`src/rtl/alu_arbiter_pkg.sv`:
```
// Shared types and constants for the alu_arbiter block: FSM encoding, ALU op codes
// and the default response-wait limit.
package alu_arb_pkg;

  typedef enum logic [1:0] {
    ST_IDLE = 2'd0,
    ST_EXEC = 2'd1,
    ST_RESP = 2'd2
  } state_t;

  localparam logic [2:0] ALU_ADD = 3'b000;
  localparam logic [2:0] ALU_SUB = 3'b001;
  localparam logic [2:0] ALU_AND = 3'b010;
  localparam logic [2:0] ALU_OR  = 3'b011;
  localparam logic [2:0] ALU_XOR = 3'b100;
  localparam logic [2:0] ALU_NOT = 3'b101;
  localparam logic [2:0] ALU_SHL = 3'b110;
  localparam logic [2:0] ALU_SHR = 3'b111;

  localparam int TIMEOUT_DEFAULT = 255;

endpackage

```
`src/rtl/alu_arbiter_if.sv`:
```
// Request/response bundle between the requesting front-ends (master) and alu_arbiter (slave).
// The timeout_err signal exists only when ALU_ARB_TIMEOUT_EN is defined.
interface alu_arbiter_if #(
  parameter int NREQ = 2
);
  logic [NREQ-1:0]   req_valid;
  logic [NREQ-1:0]   req_ready;
  logic [3*NREQ-1:0] req_op;
  logic [4*NREQ-1:0] req_a;
  logic [4*NREQ-1:0] req_b;
  logic [NREQ-1:0]   rsp_valid;
  logic [NREQ-1:0]   rsp_ready;
  logic [3:0]        rsp_res;
  logic [2:0]        rsp_flags;
  logic [1:0]        grant_id;
  logic              busy;
`ifdef ALU_ARB_TIMEOUT_EN
  logic              timeout_err;

  modport master (
    output req_valid, req_op, req_a, req_b, rsp_ready,
    input  req_ready, rsp_valid, rsp_res, rsp_flags, grant_id, busy, timeout_err
  );
  modport slave (
    input  req_valid, req_op, req_a, req_b, rsp_ready,
    output req_ready, rsp_valid, rsp_res, rsp_flags, grant_id, busy, timeout_err
  );
`else
  modport master (
    output req_valid, req_op, req_a, req_b, rsp_ready,
    input  req_ready, rsp_valid, rsp_res, rsp_flags, grant_id, busy
  );
  modport slave (
    input  req_valid, req_op, req_a, req_b, rsp_ready,
    output req_ready, rsp_valid, rsp_res, rsp_flags, grant_id, busy
  );
`endif
endinterface

```
`src/rtl/alu_4bit.sv`:
```
// Combinational 4-bit ALU: result plus carry, signed-overflow and zero flags.
// For SUB the carry is the carry-out of a + ~b + 1 (1 means no borrow).
module alu_4bit
  import alu_arb_pkg::*;
(
  input  logic [3:0] i_a,
  input  logic [3:0] i_b,
  input  logic [2:0] i_alu_fnselec,
  output logic [3:0] o_res,
  output logic       o_carry,
  output logic       o_overflow,
  output logic       o_zero
);

  logic [4:0] w_sum;

  always_comb begin
    // NOTE: every combinational output gets a default first, so no path can infer a latch.
    w_sum      = '0;
    o_res      = '0;
    o_carry    = 1'b0;
    o_overflow = 1'b0;
    case (i_alu_fnselec)
      ALU_ADD: begin
        w_sum      = {1'b0, i_a} + {1'b0, i_b};
        o_res      = w_sum[3:0];
        o_carry    = w_sum[4];
        o_overflow = (i_a[3] == i_b[3]) && (w_sum[3] != i_a[3]);
      end
      ALU_SUB: begin
        w_sum      = {1'b0, i_a} + {1'b0, ~i_b} + 5'd1;
        o_res      = w_sum[3:0];
        o_carry    = w_sum[4];
        o_overflow = (i_a[3] != i_b[3]) && (w_sum[3] != i_a[3]);
      end
      ALU_AND: o_res = i_a & i_b;
      ALU_OR:  o_res = i_a | i_b;
      ALU_XOR: o_res = i_a ^ i_b;
      ALU_NOT: o_res = ~i_a;
      ALU_SHL: begin
        o_res   = {i_a[2:0], 1'b0};
        o_carry = i_a[3];
      end
      ALU_SHR: begin
        o_res   = {1'b0, i_a[3:1]};
        o_carry = i_a[0];
      end
      default: o_res = '0;
    endcase
  end

  assign o_zero = (o_res == 4'd0);

endmodule

```
`src/rtl/alu_arbiter_rr_picker.sv`:
```
// Combinational round-robin picker: one-hot select of the first valid requester
// searching upward from last_grant+1 and wrapping to 0.
module rr_picker #(
  parameter int NREQ = 2
) (
  input  logic [NREQ-1:0] i_req_valid,
  input  logic [1:0]      i_last_grant,
  output logic [NREQ-1:0] o_pick,
  output logic [1:0]      o_pick_id,
  output logic            o_any
);

  logic w_found;

  // First pass covers indices above last_grant, second pass the wrapped-around ones.
  always_comb begin
    o_pick    = '0;
    o_pick_id = '0;
    w_found   = 1'b0;
    for (int i = 0; i < NREQ; i++) begin
      if (!w_found && i_req_valid[i] && (i > int'(i_last_grant))) begin
        w_found   = 1'b1;
        o_pick[i] = 1'b1;
        o_pick_id = 2'(i);
      end
    end
    for (int i = 0; i < NREQ; i++) begin
      if (!w_found && i_req_valid[i]) begin
        w_found   = 1'b1;
        o_pick[i] = 1'b1;
        o_pick_id = 2'(i);
      end
    end
  end

  assign o_any = |i_req_valid;

endmodule

```
`src/rtl/alu_arbiter.sv`:
```
// Round-robin arbiter/sequencer sharing one alu_4bit among NREQ requesters, one op in flight.
// Define ALU_ARB_TIMEOUT_EN to add the RESP wait limit (TIMEOUT cycles) and the sticky timeout_err.
module alu_arbiter
  import alu_arb_pkg::*;
#(
  parameter int NREQ    = 2,
  parameter int TIMEOUT = TIMEOUT_DEFAULT
) (
  input  logic          clk,
  input  logic          rst,
  alu_arbiter_if.slave  bus
);

  if (NREQ < 2 || NREQ > 4) begin : g_bad_nreq
    $error("alu_arbiter: NREQ must be in 2..4");
  end
  if (TIMEOUT < 1 || TIMEOUT > 255) begin : g_bad_timeout
    $error("alu_arbiter: TIMEOUT must be in 1..255");
  end

  state_t          r_state;
  state_t          w_next_state;
  logic [1:0]      r_last_grant;
  logic [1:0]      r_grant_id;
  logic [NREQ-1:0] r_grant_oh;
  logic [2:0]      r_op;
  logic [3:0]      r_a;
  logic [3:0]      r_b;
  logic [3:0]      r_res;
  logic [2:0]      r_flags;
  logic [NREQ-1:0] r_rsp_valid;
  logic            r_busy;

  logic [NREQ-1:0] w_pick;
  logic [1:0]      w_pick_id;
  logic            w_any;
  logic [NREQ-1:0] w_req_ready;
  logic            w_accept;
  logic            w_rsp_done;
  logic            w_rsp_ready_g;
  logic [2:0]      w_sel_op;
  logic [3:0]      w_sel_a;
  logic [3:0]      w_sel_b;
  logic [3:0]      w_alu_res;
  logic            w_alu_carry;
  logic            w_alu_ovf;
  logic            w_alu_zero;

  rr_picker #(.NREQ(NREQ)) u_picker (
    .i_req_valid  (bus.req_valid),
    .i_last_grant (r_last_grant),
    .o_pick       (w_pick),
    .o_pick_id    (w_pick_id),
    .o_any        (w_any)
  );

  alu_4bit u_alu (
    .i_a           (r_a),
    .i_b           (r_b),
    .i_alu_fnselec (r_op),
    .o_res         (w_alu_res),
    .o_carry       (w_alu_carry),
    .o_overflow    (w_alu_ovf),
    .o_zero        (w_alu_zero)
  );

  always_comb begin
    w_sel_op = '0;
    w_sel_a  = '0;
    w_sel_b  = '0;
    for (int i = 0; i < NREQ; i++) begin
      if (w_pick[i]) begin
        w_sel_op = bus.req_op[3*i +: 3];
        w_sel_a  = bus.req_a[4*i +: 4];
        w_sel_b  = bus.req_b[4*i +: 4];
      end
    end
  end

  // Only the granted requester's rsp_ready can complete the response.
  assign w_rsp_ready_g = |(bus.rsp_ready & r_grant_oh);

`ifdef ALU_ARB_TIMEOUT_EN
  logic [7:0] r_wait_cnt;
  logic       r_timeout_err;
  logic       w_timeout_hit;

  assign w_timeout_hit = (r_state == ST_RESP) && !w_rsp_ready_g &&
                         (r_wait_cnt == 8'(TIMEOUT - 1));

  always_ff @(posedge clk or posedge rst) begin
    if (rst) begin
      r_wait_cnt    <= '0;
      r_timeout_err <= 1'b0;
    end else begin
      if (r_state != ST_RESP || w_rsp_done) r_wait_cnt <= '0;
      else                                  r_wait_cnt <= r_wait_cnt + 8'd1;
      if (w_timeout_hit) r_timeout_err <= 1'b1;
    end
  end

  assign bus.timeout_err = r_timeout_err;
`endif

  always_comb begin
    w_next_state = r_state;
    w_req_ready  = '0;
    w_accept     = 1'b0;
    w_rsp_done   = 1'b0;
    case (r_state)
      ST_IDLE: begin
        if (w_any) begin
          w_req_ready  = w_pick;
          w_accept     = 1'b1;
          w_next_state = ST_EXEC;
        end
      end
      ST_EXEC: w_next_state = ST_RESP;
      ST_RESP: begin
        if (w_rsp_ready_g) w_rsp_done = 1'b1;
`ifdef ALU_ARB_TIMEOUT_EN
        if (w_timeout_hit) w_rsp_done = 1'b1;
`endif
        if (w_rsp_done) w_next_state = ST_IDLE;
      end
      default: w_next_state = ST_IDLE;
    endcase
  end

  always_ff @(posedge clk or posedge rst) begin
    if (rst) begin
      r_state      <= ST_IDLE;
      r_last_grant <= 2'(NREQ - 1);
      r_grant_id   <= '0;
      r_grant_oh   <= '0;
      r_op         <= '0;
      r_a          <= '0;
      r_b          <= '0;
      r_res        <= '0;
      r_flags      <= '0;
      r_rsp_valid  <= '0;
      r_busy       <= 1'b0;
    end else begin
      // NOTE: non-blocking assignments so every register samples pre-edge values.
      r_state <= w_next_state;
      r_busy  <= (w_next_state != ST_IDLE);
      if (w_accept) begin
        r_op       <= w_sel_op;
        r_a        <= w_sel_a;
        r_b        <= w_sel_b;
        r_grant_id <= w_pick_id;
        r_grant_oh <= w_pick;
      end
      if (r_state == ST_EXEC) begin
        r_res       <= w_alu_res;
        r_flags     <= {w_alu_carry, w_alu_ovf, w_alu_zero};
        r_rsp_valid <= r_grant_oh;
      end
      if (w_rsp_done) begin
        r_rsp_valid  <= '0;
        r_last_grant <= r_grant_id;
      end
    end
  end

  assign bus.req_ready = w_req_ready;
  assign bus.rsp_valid = r_rsp_valid;
  assign bus.rsp_res   = r_res;
  assign bus.rsp_flags = r_flags;
  assign bus.grant_id  = r_grant_id;
  assign bus.busy      = r_busy;

endmodule

```
`src/flat_wrapper.sv`:
```
// flat-port wrapper written by rule: the top's interface ports become plain ports
module alu_arbiter_flat import alu_arb_pkg::*;
#(
  parameter int NREQ    = 2,
  parameter int TIMEOUT = TIMEOUT_DEFAULT
)
  (clk, rst, bus_req_valid, bus_req_op, bus_req_a, bus_req_b, bus_rsp_ready, bus_req_ready, bus_rsp_valid, bus_rsp_res, bus_rsp_flags, bus_grant_id, bus_busy);
  alu_arbiter_if #(.NREQ(NREQ)) bus_i ();
  input  logic clk;
  input  logic rst;
  input wire logic [$bits(bus_i.req_valid)-1:0] bus_req_valid;
  input wire logic [$bits(bus_i.req_op)-1:0] bus_req_op;
  input wire logic [$bits(bus_i.req_a)-1:0] bus_req_a;
  input wire logic [$bits(bus_i.req_b)-1:0] bus_req_b;
  input wire logic [$bits(bus_i.rsp_ready)-1:0] bus_rsp_ready;
  output wire logic [$bits(bus_i.req_ready)-1:0] bus_req_ready;
  output wire logic [$bits(bus_i.rsp_valid)-1:0] bus_rsp_valid;
  output wire logic [$bits(bus_i.rsp_res)-1:0] bus_rsp_res;
  output wire logic [$bits(bus_i.rsp_flags)-1:0] bus_rsp_flags;
  output wire logic [$bits(bus_i.grant_id)-1:0] bus_grant_id;
  output wire logic [$bits(bus_i.busy)-1:0] bus_busy;
  assign bus_i.req_valid = bus_req_valid;
  assign bus_i.req_op = bus_req_op;
  assign bus_i.req_a = bus_req_a;
  assign bus_i.req_b = bus_req_b;
  assign bus_i.rsp_ready = bus_rsp_ready;
  assign bus_req_ready = bus_i.req_ready;
  assign bus_rsp_valid = bus_i.rsp_valid;
  assign bus_rsp_res = bus_i.rsp_res;
  assign bus_rsp_flags = bus_i.rsp_flags;
  assign bus_grant_id = bus_i.grant_id;
  assign bus_busy = bus_i.busy;
  alu_arbiter #(.NREQ(NREQ), .TIMEOUT(TIMEOUT)) u_core (.clk(clk), .rst(rst), .bus(bus_i));
endmodule
```
`config.mk`:
```
export PLATFORM = sky130hd
export DESIGN_NAME = alu_arbiter_flat
export DESIGN_NICKNAME = d
export VERILOG_FILES = /design/src/rtl/alu_arbiter_pkg.sv /design/src/rtl/alu_arbiter_if.sv /design/src/rtl/alu_4bit.sv /design/src/rtl/alu_arbiter_rr_picker.sv /design/src/rtl/alu_arbiter.sv /design/src/flat_wrapper.sv
export SDC_FILE = /design/constraint.sdc
export NUM_CORES = 1
export LEC_CHECK = 0
export BUFFER_PORTS_ARGS = -buffer_cell sky130_fd_sc_hd__buf_2
export CAP_MARGIN = 10
export CELL_PAD_IN_SITES_DETAIL_PLACEMENT = 1
export CELL_PAD_IN_SITES_GLOBAL_PLACEMENT = 1
export CORE_AREA = 2 2 72 74
export CTS_BUF_LIST = sky130_fd_sc_hd__clkbuf_4 sky130_fd_sc_hd__clkbuf_8
export CTS_CLUSTER_DIAMETER = 150
export DETAILED_ROUTE_END_ITERATION = 16
export DIE_AREA = 0 0 74 76
export HOLD_SLACK_MARGIN = 0.05
export PLACE_DENSITY_LB_ADDON = 0.1
export REMOVE_ABC_BUFFERS = 1
export SLEW_MARGIN = 20
export SYNTH_ARGS = -nofsm -noshare
export SYNTH_HDL_FRONTEND = slang
export SYNTH_SLANG_ARGS = --single-unit
export TNS_END_PERCENT = 20
```
`constraint.sdc`:
```
create_clock -name clk -period 2.1 [get_ports clk]
set_input_delay 0.63 -clock clk [delete_from_list [all_inputs] [get_ports clk]]
set_output_delay 0.63 -clock clk [all_outputs]
set_load 0.01 [all_outputs]
```
# After elaboration in Yosys (flattened, before gate mapping)
# Index checks and enable logic that the tools add are counted.
[totals]
ff_bits = 29
inputBits = 28
output_inout_bits = 14
elab_cells = 76
[op_classes]
n_addsub = 3
magnitude_cmp = 1
eq_ne = 13
n_mux = 28
bitwise = 6
reduce_logical = 14
[ops]
columns = ["cell", "count"]
rows = [
  ["one-hot mux 4 bit (8 select lines)", 1],
  ["two-way mux 2 bit", 8],
  ["two-way mux 4 bit", 4],
  ["== test 3 bit (second input constant)", 4],
  ["adder 4 x 4 -> 5 bit", 2],
  ["two-way mux 1 bit", 10],
  ["NOT 4 bit", 2],
  ["== test 3 x 2 -> 1 bit (second input constant)", 2],
  ["two-way mux 3 bit", 2],
  ["one-hot mux 2 bit (3 select lines)", 1],
  ["adder 5 x 1 -> 5 bit (second input constant)", 1],
  ["logical AND 1 bit", 5],
  ["AND 4 bit", 1],
  ["logical NOT 4 bit", 1],
  ["OR 4 bit", 1],
  ["one-hot mux 1 bit (4 select lines)", 1],
  ["nonzero test 2 bit", 2],
  ["OR reduction 2 bit", 2],
  ["XOR 4 bit", 1],
  ["== test 3 x 1 -> 1 bit (second input constant)", 1],
  ["logical NOT 3 bit", 1],
  ["inequality test 1 bit", 3],
  ["AND 2 bit", 1],
  ["== test 2 x 1 -> 1 bit (second input constant)", 1],
  ["6 further kinds", 7],
]

# Longest topological paths before layout
# Gate-level depths: netlist (run 1).
[logic_depth]
word_depth = 11
mapped_depth = 8
ltp_nobuf = 8

# Cells and area by module
# From an unflattened synthesis (run 1), not the netlist that was laid out.
[hier_totals]
cells_unflattened = 202
hier_area_um2 = 2025.7
[by_module_without_submodules]
columns = ["mod", "instances", "cells_each", "area_per_inst_um2", "seq_area_each_um2"]
rows = [
  ["alu_arbiter", 1, 100, 1265.0, 726.9],
  ["alu_4bit", 1, 94, 714.4, 0.0],
  ["rr_picker", 1, 8, 46.3, 0.0],
]

# Worst setup path before layout (run 1)
# No wires, ideal clock.
[synth_timing]
path_kind = "flip-flop to flip-flop"
from = "register u_core.r_a[3]"
to = "register u_core.r_flags[0], in the netlist u_core.bus.rsp_flags[0]"
setup_ps = 120
t_arrival_ps = 1862
required_time_ps = 1980
slack_ps = 117
path_stages_with_launch = 8
n_path_buf = 1
synth_period_minus_slack_ps = 1983
cell_sequence = "dfrtp_1 -> inv_1 -> ha_1 -> clkbuf_1 -> or4_1 -> a21oi_1 -> o32ai_1 -> a41o_1"
[synth_via]
elab_chain_cells = 4
word_cells_on_any_way = 9
classes_between = "add/sub: 3; mux: 1; bitwise: 4; reduce/logical: 1"
[synth_rtl]
columns = ["item", "line", "text"]
rows = [
  ["start: declaration", "alu_arbiter.sv:27", "logic [3:0] r_a;"],
  ["start signal: assignment", "alu_arbiter.sv:149", "r_a <= w_sel_a;"],
  ["adder 4 x 4 -> 5 bit", "alu_4bit.sv:31", "w_sum = {1'b0, i_a} + {1'b0, ~i_b} + 5'd1;"],
  ["adder 5 x 1 -> 5 bit", "alu_4bit.sv:31", ""],
  ["one-hot mux 4 bit (8 select lines) *", "alu_4bit.sv:23", "case (i_alu_fnselec)"],
  ["logical NOT 4 bit *", "alu_4bit.sv:52", "assign o_zero = (o_res == 4'd0);"],
  ["end signal: assignment", "alu_arbiter.sv:156", "r_flags <= {w_alu_carry, w_alu_ovf, w_alu_zero};"],
  ["end: declaration", "alu_arbiter.sv:30", "logic [2:0] r_flags;"],
]
# Every way passes the cells marked *; elsewhere a longest branch is shown, timed or not.
# A chain may end at the register's enable or synchronous reset.

# Worst setup path in the final report (run 1)
[layout_timing]
from = "register u_core.r_b[1]"
to = "register u_core.r_flags[0], in the netlist u_core.bus.rsp_flags[0]"
[layout_via]
elab_chain_cells = 5
word_cells_on_any_way = 9
classes_between = "add/sub: 3; mux: 1; bitwise: 4; reduce/logical: 1"
[layout_rtl]
columns = ["item", "line", "text"]
rows = [
  ["start: declaration", "alu_arbiter.sv:28", "logic [3:0] r_b;"],
  ["start signal: assignment", "alu_arbiter.sv:150", "r_b <= w_sel_b;"],
  ["NOT 4 bit", "alu_4bit.sv:31", ""],
  ["adder 4 x 4 -> 5 bit", "alu_4bit.sv:31", ""],
  ["adder 5 x 1 -> 5 bit", "alu_4bit.sv:31", ""],
  ["one-hot mux 4 bit (8 select lines) *", "alu_4bit.sv:23", ""],
  ["logical NOT 4 bit *", "alu_4bit.sv:52", ""],
]
# Marked as above.

==> results of run 1 <==
[state kept, by name (all words and copies together) (netlist names)]
signal and cells:
u_core.bus.rsp_valid 2, u_core.bus.rsp_flags 3, u_core.r_op 3, u_core.r_a 4, u_core.r_grant_oh 2, u_core.bus.busy 1
u_core.r_last_grant 1, u_core.r_b 4, u_core.bus.rsp_res 4, u_core.r_state 2
[cell families after synthesis]
family	share of synthesized area [%]
and+or+nand+nor	13.2
AOI/OAI and AO/OA	22.6
adders and majority gates	11.0
xor gates and xnor gates	2.54
buffers and inverters	9.45
DFF	37.9
muxes	3.05
other	0.218
[critical path, stage by stage, from the launching register on]
cell and delay (ns):
dfrtp_1 0.38, inv_1 0.13, ha_1 0.37, nor3_2 0.06, or4_1 0.46, a21oi_1 0.18
o32ai_1 0.12, a41o_1 0.19
[synthesized netlist by cell type (3+ instances only)]
cell type,n,area (um2)
nor2_1,11,41.3
o21ai_0,8,40.0
a21oi_1,9,45.0
mux2i_1,3,30.0
nand2_1,16,60.1
xnor2_1,4,35.0
buf_2,4,20.0
inv_1,28,105
a21o_1,4,30.0
clkbuf_1,6,22.5
a222oi_1,11,110
nor2b_1,6,37.5
dfrtp_1,25,626
a211oi_1,3,22.5
ha_1,12,150
[report_power, final]
| group | total, W | leakage, nW | switching, W | internal [W] |
|---|---|---|---|---|
| logic | 0.0000384 | 0.750 | 0.0000196 | 0.0000188 |
| clock network | 0.000422 | 0.0357 | 0.000166 | 0.000255 |
| registers | 0.000500 | 0.349 | 0 | 0.000500 |
[repair_timing]
action | in CTS | in global routing
endpoints found under the setup margin | 0 | 3
resized for setup | 0 | 5
hold buffers | 0 | 0
[metal layers]
metal | share of wire, % | routed length, um | global-route usage, % | up-vias
met3 | 3.6 | 171 | 2.78 | 6
met4 | 1.3 | 62 | 3.82 | 0
met2 | 50 | 2380 | 30.8 | 31
met1 | 45 | 2150 | 25.3 | 756
li1 | - | - | - | 758
met5 | 0 | 0 | 0 | -
[worst paths after layout]
| path | start | endpoint | slack (ns) | cells past startpoint |
|---|---|---|---|---|
| setup / recovery | u_core.r_b[1]$_DFFE_PP0P_ | u_core.bus.rsp_flags[0]$_DFFE_PP0P_ | 0.11 | 7 |
| hold / removal | rst | u_core.bus.rsp_res[2]$_DFFE_PP0P_ | 0.41 | 3 |
| min in group clk | u_core.bus.rsp_flags[1]$_DFFE_PP0P_ | u_core.bus.rsp_flags[1]$_DFFE_PP0P_ | 0.48 | 2 |
| max in group asynchronous | rst | u_core.r_last_grant[0]$_DFFE_PP1P_ | 1.39 | 3 |
| setup reg to reg | u_core.r_b[1]$_DFFE_PP0P_ | u_core.bus.rsp_flags[0]$_DFFE_PP0P_ | 0.11 | 7 |
| hold reg to reg | u_core.bus.rsp_flags[1]$_DFFE_PP0P_ | u_core.bus.rsp_flags[1]$_DFFE_PP0P_ | 0.48 | 2 |
[area by class of cell]
type / count / area share, %
tap: 70 / 4.07
sequential: 26 / 30.3
clock buffer: 3 / 1.92
timing repair buffer: 55 / 14.5
inverter: 28 / 4.88
multi-input combinational: 125 / 43.0
clock inverter: 1 / 1.39
[stage by stage]
stage	area (um2)	total power (W)	setup slack, ns	hold slack [ns]
floorplan	1660	0.000518	0.181	0.473
finish	2150	0.000960	0.111	0.410
CTS	2140	0.000981	0.0273	0.418
global placement	2060	0.000548	0.0782	0.459
global route	2150	0.000998	-0.00303	0.434
detailed placement	2060	0.000549	0.0345	0.459
==> run summary, run 1 <==
Outcome - finished clean
Number of synthesized flops with an enable pin - 0
Max Transition Viols Final - 0
Port bufs - 40
Number of global-route vias before repair - 1700
FF/Latch Area - 652 um2
Fin. Hold Viols - 0
Post-DP HPWL - 3.80 mm
CTS tree - built
Startpoint types - register
Max-cap check violation count - 0
Clk Latency, worst-skew pair - 0.27 ns
Filler cells - 593
DRT iter0 DRCs - 36
# diodes - 0
Final setup viols - 0
Minimum clock period - 1.99 ns
Postcts setup bufs - 0
Max IR drop VDD - 0.000328 V
Synth unique cells - 46
Initial antenna violation count - 0
CP Capture Type - register
Largest net degree at the start of global routing - 27
Crit path max fanout - 4
Share of layout cells above drive strength 1 - 28.2%
First-pass GRT wire length - 8.25 mm
# IOs - 42
First-pass iteration count of the detailed router - 5
YS warnings - 0
Final setup TNS - 0 ns
Die H - 76 um
Post-layout util - 43.9%
Multi-input combinational cell area - 926 um2
Non-Filler Instances - 308
Clock root buffer - clkbuf_8
Worst endpoint data arrival time - 2.16 ns
Clock buffer depth - 2
Max frequency - 0.503 GHz
Synth Area per Inst - 9.01 um2
Remaining Overflow, GRT - 0
RSZ-0062 raised after global routing - true
Main synth FF type - dfrtp_1
RD Place Congestion - 0.921
Worst-path clk slew - 0.09 ns
Worst EP required - 2.27 ns
Placed instance count - 304
Post-synthesis sequential area ratio - 37.9%
Routed wire length - 4.76 mm
Syn Inst Count - 191
Final Cycle Share - 94.7%
Inserted Clock Buffers - 3
P_leak - 1.14 nW
Initial core utilization - 35.0%
H-tree Lvls - 1
Residual DRC - 0
Area Overhead vs Synth - 25.1%
Core Rows - 26
Final ANT Viol Nets - 0
Vias - 1551
Worst slew pin tran - 0.561 ns
Commonest non-fill, non-tap cells in the layout - buf_2, inv_1, dfrtp_1
WL/cell - 15.5 um
PD cells - 446 nW/um2
Crit Path Category - reg2reg
Area of the mapped netlist - 1720 um2
Die W - 74 um
Max transition margin - 62.6%
Die area - 5620 um2
Async S/R FF share, synth - 100%
Core Region - 4910 um2
Fin nets - 281
Skew final - 0.00211 ns
Worst hold path type - in2async
Clock sinks - 26
#FFs+latches synth - 26
Total GRT Usage - 18.5%
Vias/cell - 5.04
Most common cell after layout, fill and taps aside - buf_2
Note: power is estimated with default switching activity, not from simulation.
==> run 2, diff against run 1 <==
--- a/config.mk
+++ b/config.mk
@@ -5,20 +5,22 @@
 export SDC_FILE = /design/constraint.sdc
 export NUM_CORES = 1
 export LEC_CHECK = 0
+export ABC_AREA = 1
 export BUFFER_PORTS_ARGS = -buffer_cell sky130_fd_sc_hd__buf_2
 export CAP_MARGIN = 10
 export CELL_PAD_IN_SITES_DETAIL_PLACEMENT = 1
 export CELL_PAD_IN_SITES_GLOBAL_PLACEMENT = 1
-export CORE_AREA = 2 2 72 74
+export CORE_AREA = 2 2 79 81
 export CTS_BUF_LIST = sky130_fd_sc_hd__clkbuf_4 sky130_fd_sc_hd__clkbuf_8
 export CTS_CLUSTER_DIAMETER = 150
 export DETAILED_ROUTE_END_ITERATION = 16
-export DIE_AREA = 0 0 74 76
+export DIE_AREA = 0 0 81 83
 export HOLD_SLACK_MARGIN = 0.05
 export PLACE_DENSITY_LB_ADDON = 0.1
 export REMOVE_ABC_BUFFERS = 1
 export SLEW_MARGIN = 20
 export SYNTH_ARGS = -nofsm -noshare
 export SYNTH_HDL_FRONTEND = slang
+export SYNTH_HIERARCHICAL = 1
 export SYNTH_SLANG_ARGS = --single-unit
 export TNS_END_PERCENT = 20
==> run 2 against run 1 <==
Against the previous run:
- critical path depth decreased by 2
- utilization decreased by 1.4 points
- final area increased by 15%
- non-clock buffer count decreased by 5
- worst hold slack got worse by 0.014 ns
- clock power increased by 9.7%
- clock skew increased by 0.0065 ns
- global-route usage decreased by 0.19 points
- sequential share of layout area decreased by 0.84 points
- combinational power increased by 100%
- largest cell class unchanged
- highest routed layer unchanged
==> run summary, run 2 <==
Multi-input combinational cell area - 1160 um2
YS warnings - 6
Final setup viols - 0
DRT iter0 DRCs - 71
CP Capture Type - output pin
Skew final - 0.00857 ns
Minimum clock period - 1.97 ns
Main synth FF type - dfrtp_1
Total GRT Usage - 18.3%
Startpoint types - register
Most frequent cell after synthesis - nand2_1
Worst Slack Setup Final - 0.128 ns
Max frequency - 0.507 GHz
Filler cells - 827
Fin nets - 390
Yosys top cell by area - dfrtp_1
RD Place Congestion - 0.849
Worst hold path type - in2async
FF/Latch Area - 727 um2
Post-synthesis sequential area ratio - 34.5%
First-pass GRT wire length - 9.79 mm
Clock sinks - 29
Async S/R FF share, synth - 100%
Worst endpoint data arrival time - 1.34 ns
Postcts setup bufs - 0
Final ANT Viol Nets - 0
Most common cell after layout, fill and taps aside - nand2_1
CTS tree - built
Routed wire length - 5.41 mm
Largest net degree at the start of global routing - 30
Remaining Overflow, GRT - 0
WL/cell - 12.7 um
Commonest non-fill, non-tap cells in the layout - nand2_1, buf_2, dfrtp_1
Clock root buffer - clkbuf_8
Number of synthesized flops with an enable pin - 0
Initial antenna violation count - 0
Port bufs - 41
Vias/cell - 4.71
Synth cell count leaders - nand2_1, dfrtp_1, inv_1
Max-cap check violation count - 0
First-pass iteration count of the detailed router - 4
Final Cycle Share - 93.9%
Share of layout cells above drive strength 1 - 23.5%
Core Region - 5820 um2
Area Overhead vs Synth - 17.3%
Fin. Hold Viols - 0
Number of global-route vias before repair - 2153
Synth Area per Inst - 6.98 um2
Post-layout util - 42.5%
Post-DP HPWL - 4.31 mm
Syn Inst Count - 302
Initial core utilization - 36.2%
Die area - 6720 um2
Max Transition Viols Final - 0
# diodes - 0
Inserted Clock Buffers - 5
Synth top area share - 33.3%
Worst-path clk slew - 0.07 ns
Synth area leaders - dfrtp_1, nand2_1, ha_1
Max IR drop VDD - 0.000230 V
#FFs+latches synth - 29
Crit path max fanout - 2
Die W - 81 um
Die H - 83 um
RSZ-0062 raised after global routing - false
Outcome - finished clean
Crit Path Category - reg2out
Clk Latency, worst-skew pair - 0.29 ns
PD cells - 444 nW/um2
Vias - 1999
P_leak - 1.40 nW
Residual DRC - 0
CTS hold repair buffers - 0
Area of the mapped netlist - 2110 um2
Final setup TNS - 0 ns
Pre-CTS WS - 0.170 ns
Synth unique cells - 31
Worst EP required - 1.47 ns
Core Rows - 28
Clock buffer depth - 2
# IOs - 42
H-tree Lvls - 2
[run 2: worst max-delay path, cell delays in order, from the launching register on]
cell	delay, ns
dfstp_2	0.54
nor2_2	0.06
a21oi_2	0.14
inv_1	0.07
nor2_1	0.11
buf_2	0.14
[run 2: per-layer routing]
layer / vias up / track usage (%) / part of all wire (%)
met2: 43 / 30.2 / 47
met4: 0 / 5.24 / 1.1
li1: 1029 / - / -
met1: 921 / 23.9 / 48
met5: - / 0 / 0
met3: 6 / 3.91 / 4.0
[run 2: path summary, 6_finish.rpt]
kind	startpoint	to	slack, ns	cells past startpoint
setup / recovery	u_core/r_last_grant[0]$_DFFE_PP1P_	bus_req_ready[0]	0.13	5
hold / removal	rst	u_core/bus.rsp_flags[1]$_DFFE_PP0N_	0.40	3
setup reg to reg	u_core/r_b[1]$_DFFE_PP0P_	u_core/bus.rsp_flags[0]$_DFFE_PP0N_	0.22	13
hold reg to reg	u_core/bus.rsp_res[2]$_DFFE_PP0N_	u_core/bus.rsp_res[2]$_DFFE_PP0N_	0.47	2
max in group asynchronous	rst	u_core/r_last_grant[0]$_DFFE_PP1P_	1.38	3
min in group clk	u_core/bus.rsp_res[2]$_DFFE_PP0N_	u_core/bus.rsp_res[2]$_DFFE_PP0N_	0.47	2
[run 2: metrics by stage]
| step | instance area (um2) | power [W] | instances | hold WS (ns) |
|---|---|---|---|---|
| after CTS | 2460 | 0.00112 | 424 | 0.409 |
| after floorplan | 2010 | 0.000605 | 291 | 0.461 |
| after global placement | 2380 | 0.000645 | 416 | 0.451 |
| after detailed placement | 2380 | 0.000647 | 416 | 0.463 |
| after global routing | 2470 | 0.00116 | 424 | 0.419 |
| final | 2470 | 0.00110 | 424 | 0.396 |
[run 2: report_power, final]
group / total, W / internal, W / switching [W]
logic: 0.0000768 / 0.0000335 / 0.0000433
clock network: 0.000463 / 0.000228 / 0.000235
registers: 0.000559 / 0.000559 / 0
[run 2: cell type report]
type	count	share of cell area (%)
Clock buffer	5	2.78
Clock inverter	3	0.709
Inverter	33	5.32
Multi-Input combinational cell	229	46.9
Sequential cell	29	29.4
Tap cell	75	3.80
Timing Repair Buffer	50	11.0
[run 2: kinds of logic after synthesis]
logic type,after synthesis,synth area share (%)
AOI/OAI and AO/OA,24,6.29
buffers and inverters,44,10.9
and+or+nand+nor,189,38.7
other,1,0.178
xor gates and xnor gates,1,0.416
DFF,29,34.5
adders and majority gates,14,9.03
[run 2: timing repair]
item,CTS,global route
gates resized for setup,0,3
hold endpoints to repair,0,0
setup endpoints to repair,0,3
==> run 3, diff against run 2 <==
--- a/config.mk
+++ b/config.mk
@@ -6,7 +6,7 @@
 export NUM_CORES = 1
 export LEC_CHECK = 0
 export ABC_AREA = 1
-export BUFFER_PORTS_ARGS = -buffer_cell sky130_fd_sc_hd__buf_2
+export BUFFER_PORTS_ARGS = -buffer_cell sky130_fd_sc_hd__buf_4
 export CAP_MARGIN = 10
 export CELL_PAD_IN_SITES_DETAIL_PLACEMENT = 1
 export CELL_PAD_IN_SITES_GLOBAL_PLACEMENT = 1
==> run 3 against run 2 <==
Against the previous run:
- utilization rose by 1.5 points
- die area did not move
- combinational power rose by 16%
- sequential share of layout area fell by 1.0 points
- non-clock buffer count fell by 1
- via count fell by 3.2%
==> run summary, run 3 (synthesis gave the netlist of run 2 again) <==
Max-cap check violation count - 0
Reg2reg setup slack - 0.17 ns
Die W - 81 um
Area Overhead vs Synth - 21.5%
Die area - 6720 um2
Routed wire length - 5.30 mm
P_leak - 1.42 nW
Final Cycle Share - 93.2%
Minimum clock period - 1.96 ns
Initial antenna violation count - 0
WHS - 0.420 ns
Clock sinks - 29
Inserted Clock Buffers - 5
Clock buffer depth - 2
# IOs - 42
Vias - 1936
Remaining Overflow, GRT - 0
PD cells - 428 nW/um2
Final setup viols - 0
Worst r2r dst - u_core/bus.rsp_flags[0]$_DFFE_PP0N_
DRT iter0 DRCs - 75
Clock root buffer - clkbuf_8
Crit Path Category - reg2out
Outcome - finished clean
First-pass GRT wire length - 9.52 mm
Max frequency - 0.511 GHz
Max Transition Viols Final - 0
Share of layout cells above drive strength 1 - 22.7%
Worst-path clk slew - 0.07 ns
Die H - 83 um
Final ANT Viol Nets - 0
Worst EP required - 1.47 ns
Core Region - 5820 um2
Largest net degree at the start of global routing - 30
Startpoint types - register
Final setup TNS - 0 ns
Total GRT Usage - 17.8%
WL/cell - 12.5 um
Clk Latency, worst-skew pair - 0.28 ns
Non-Filler Instances - 423
Post-DP HPWL - 4.18 mm
Core Rows - 28
Fin nets - 389
Max IR drop VDD - 0.000255 V
Worst endpoint data arrival time - 1.33 ns
CP Capture Type - output pin
Most common cell after layout, fill and taps aside - nand2_1
# diodes - 0
R2R cell count - 11
Placed instance count - 415
RSZ-0062 raised after global routing - false
CTS tree - built
Number of global-route vias before repair - 2057
H-tree Lvls - 2
Initial core utilization - 36.2%
CTS hold repair buffers - 0
Commonest non-fill, non-tap cells in the layout - nand2_1, buf_4, dfrtp_1
Vias/cell - 4.58
Skew final - 0.00748 ns
Residual DRC - 0
FF-to-FF Start - u_core/r_a[0]$_DFFE_PP0P_
Crit path max fanout - 2
Filler cells - 789
RD Place Congestion - 0.805
Port bufs - 41
First-pass iteration count of the detailed router - 4
Fin. Hold Viols - 0
Worst hold path type - in2async
[run 3: cell count changes in the layout (fill, tap and decap cells not counted), sizes merged]
cell	previous run	this run
buf	50	49
[run 3: stage by stage]
step / total power [W] / util [%] / worst slack (ns) / cell area [um2]
after global placement: 0.000661 / 42.5 / 0.198 / 2470
after floorplan: 0.000605 / - / 0.0152 / 2010
after detailed placement: 0.000661 / 42.5 / 0.179 / 2470
after global routing: 0.00116 / 44.0 / 0.00123 / 2560
after CTS: 0.00112 / 44.0 / 0.109 / 2560
final: 0.00110 / 44.0 / 0.143 / 2560
[run 3: per-layer routing]
metal / GRT usage (%) / up-vias / share of wire (%)
met5: 0 / - / 0
met4: 4.47 / 0 / 1.1
met3: 4.24 / 4 / 3.1
met2: 27.9 / 33 / 46
met1: 24.6 / 878 / 50
li1: - / 1021 / -
[run 3: report_power, final]
part,switching (W),internal [W],leakage (nW)
combinational,0.0000422,0.0000470,1.01
sequential,0,0.000559,0.370
clock,0.000219,0.000228,0.0439
[run 3: area by class of cell]
type	count	area, um2	area share (%)
flip-flops and latches	29	727	28.4
repair buffers	49	368	14.4
inverters	33	131	5.13
multi-input cells	229	1150	45.1
well taps	75	93.8	3.67
clock buffers	5	68.8	2.69
clock inverters	3	17.5	0.684
[run 3: timing repair]
item / in CTS / in global routing
endpoints found under the hold margin: 0 / 0
resized for setup: 0 / 1
endpoints found under the setup margin: 0 / 1
buffers inserted: 0 / 0
[run 3: critical path, stage by stage, from the launching register on]
cell and delay, ns:
dfstp_2 0.54, nor2_2 0.05, a21oi_1 0.16, inv_1 0.07, nor2_1 0.11, buf_4 0.13
[run 3: worst max path at each step]
stage / slack [ns] / startpoint / cells past startpoint / to
floorplan: 0.02 / bus_req_valid[0] / 4 / bus_req_ready[0]
global placement: 0.20 / bus_req_valid[0] / 5 / bus_req_ready[0]
detailed placement: 0.18 / u_core/r_a[0]$_DFFE_PP0P_ / 12 / u_core/bus.rsp_flags[0]$_DFFE_PP0N_
CTS: 0.11 / u_core/r_last_grant[0]$_DFFE_PP1P_ / 5 / bus_req_ready[0]
global route: 0.001 / u_core/r_a[0]$_DFFE_PP0P_ / 12 / u_core/bus.rsp_flags[0]$_DFFE_PP0N_
finish: 0.14 / u_core/r_last_grant[0]$_DFFE_PP1P_ / 5 / bus_req_ready[0]
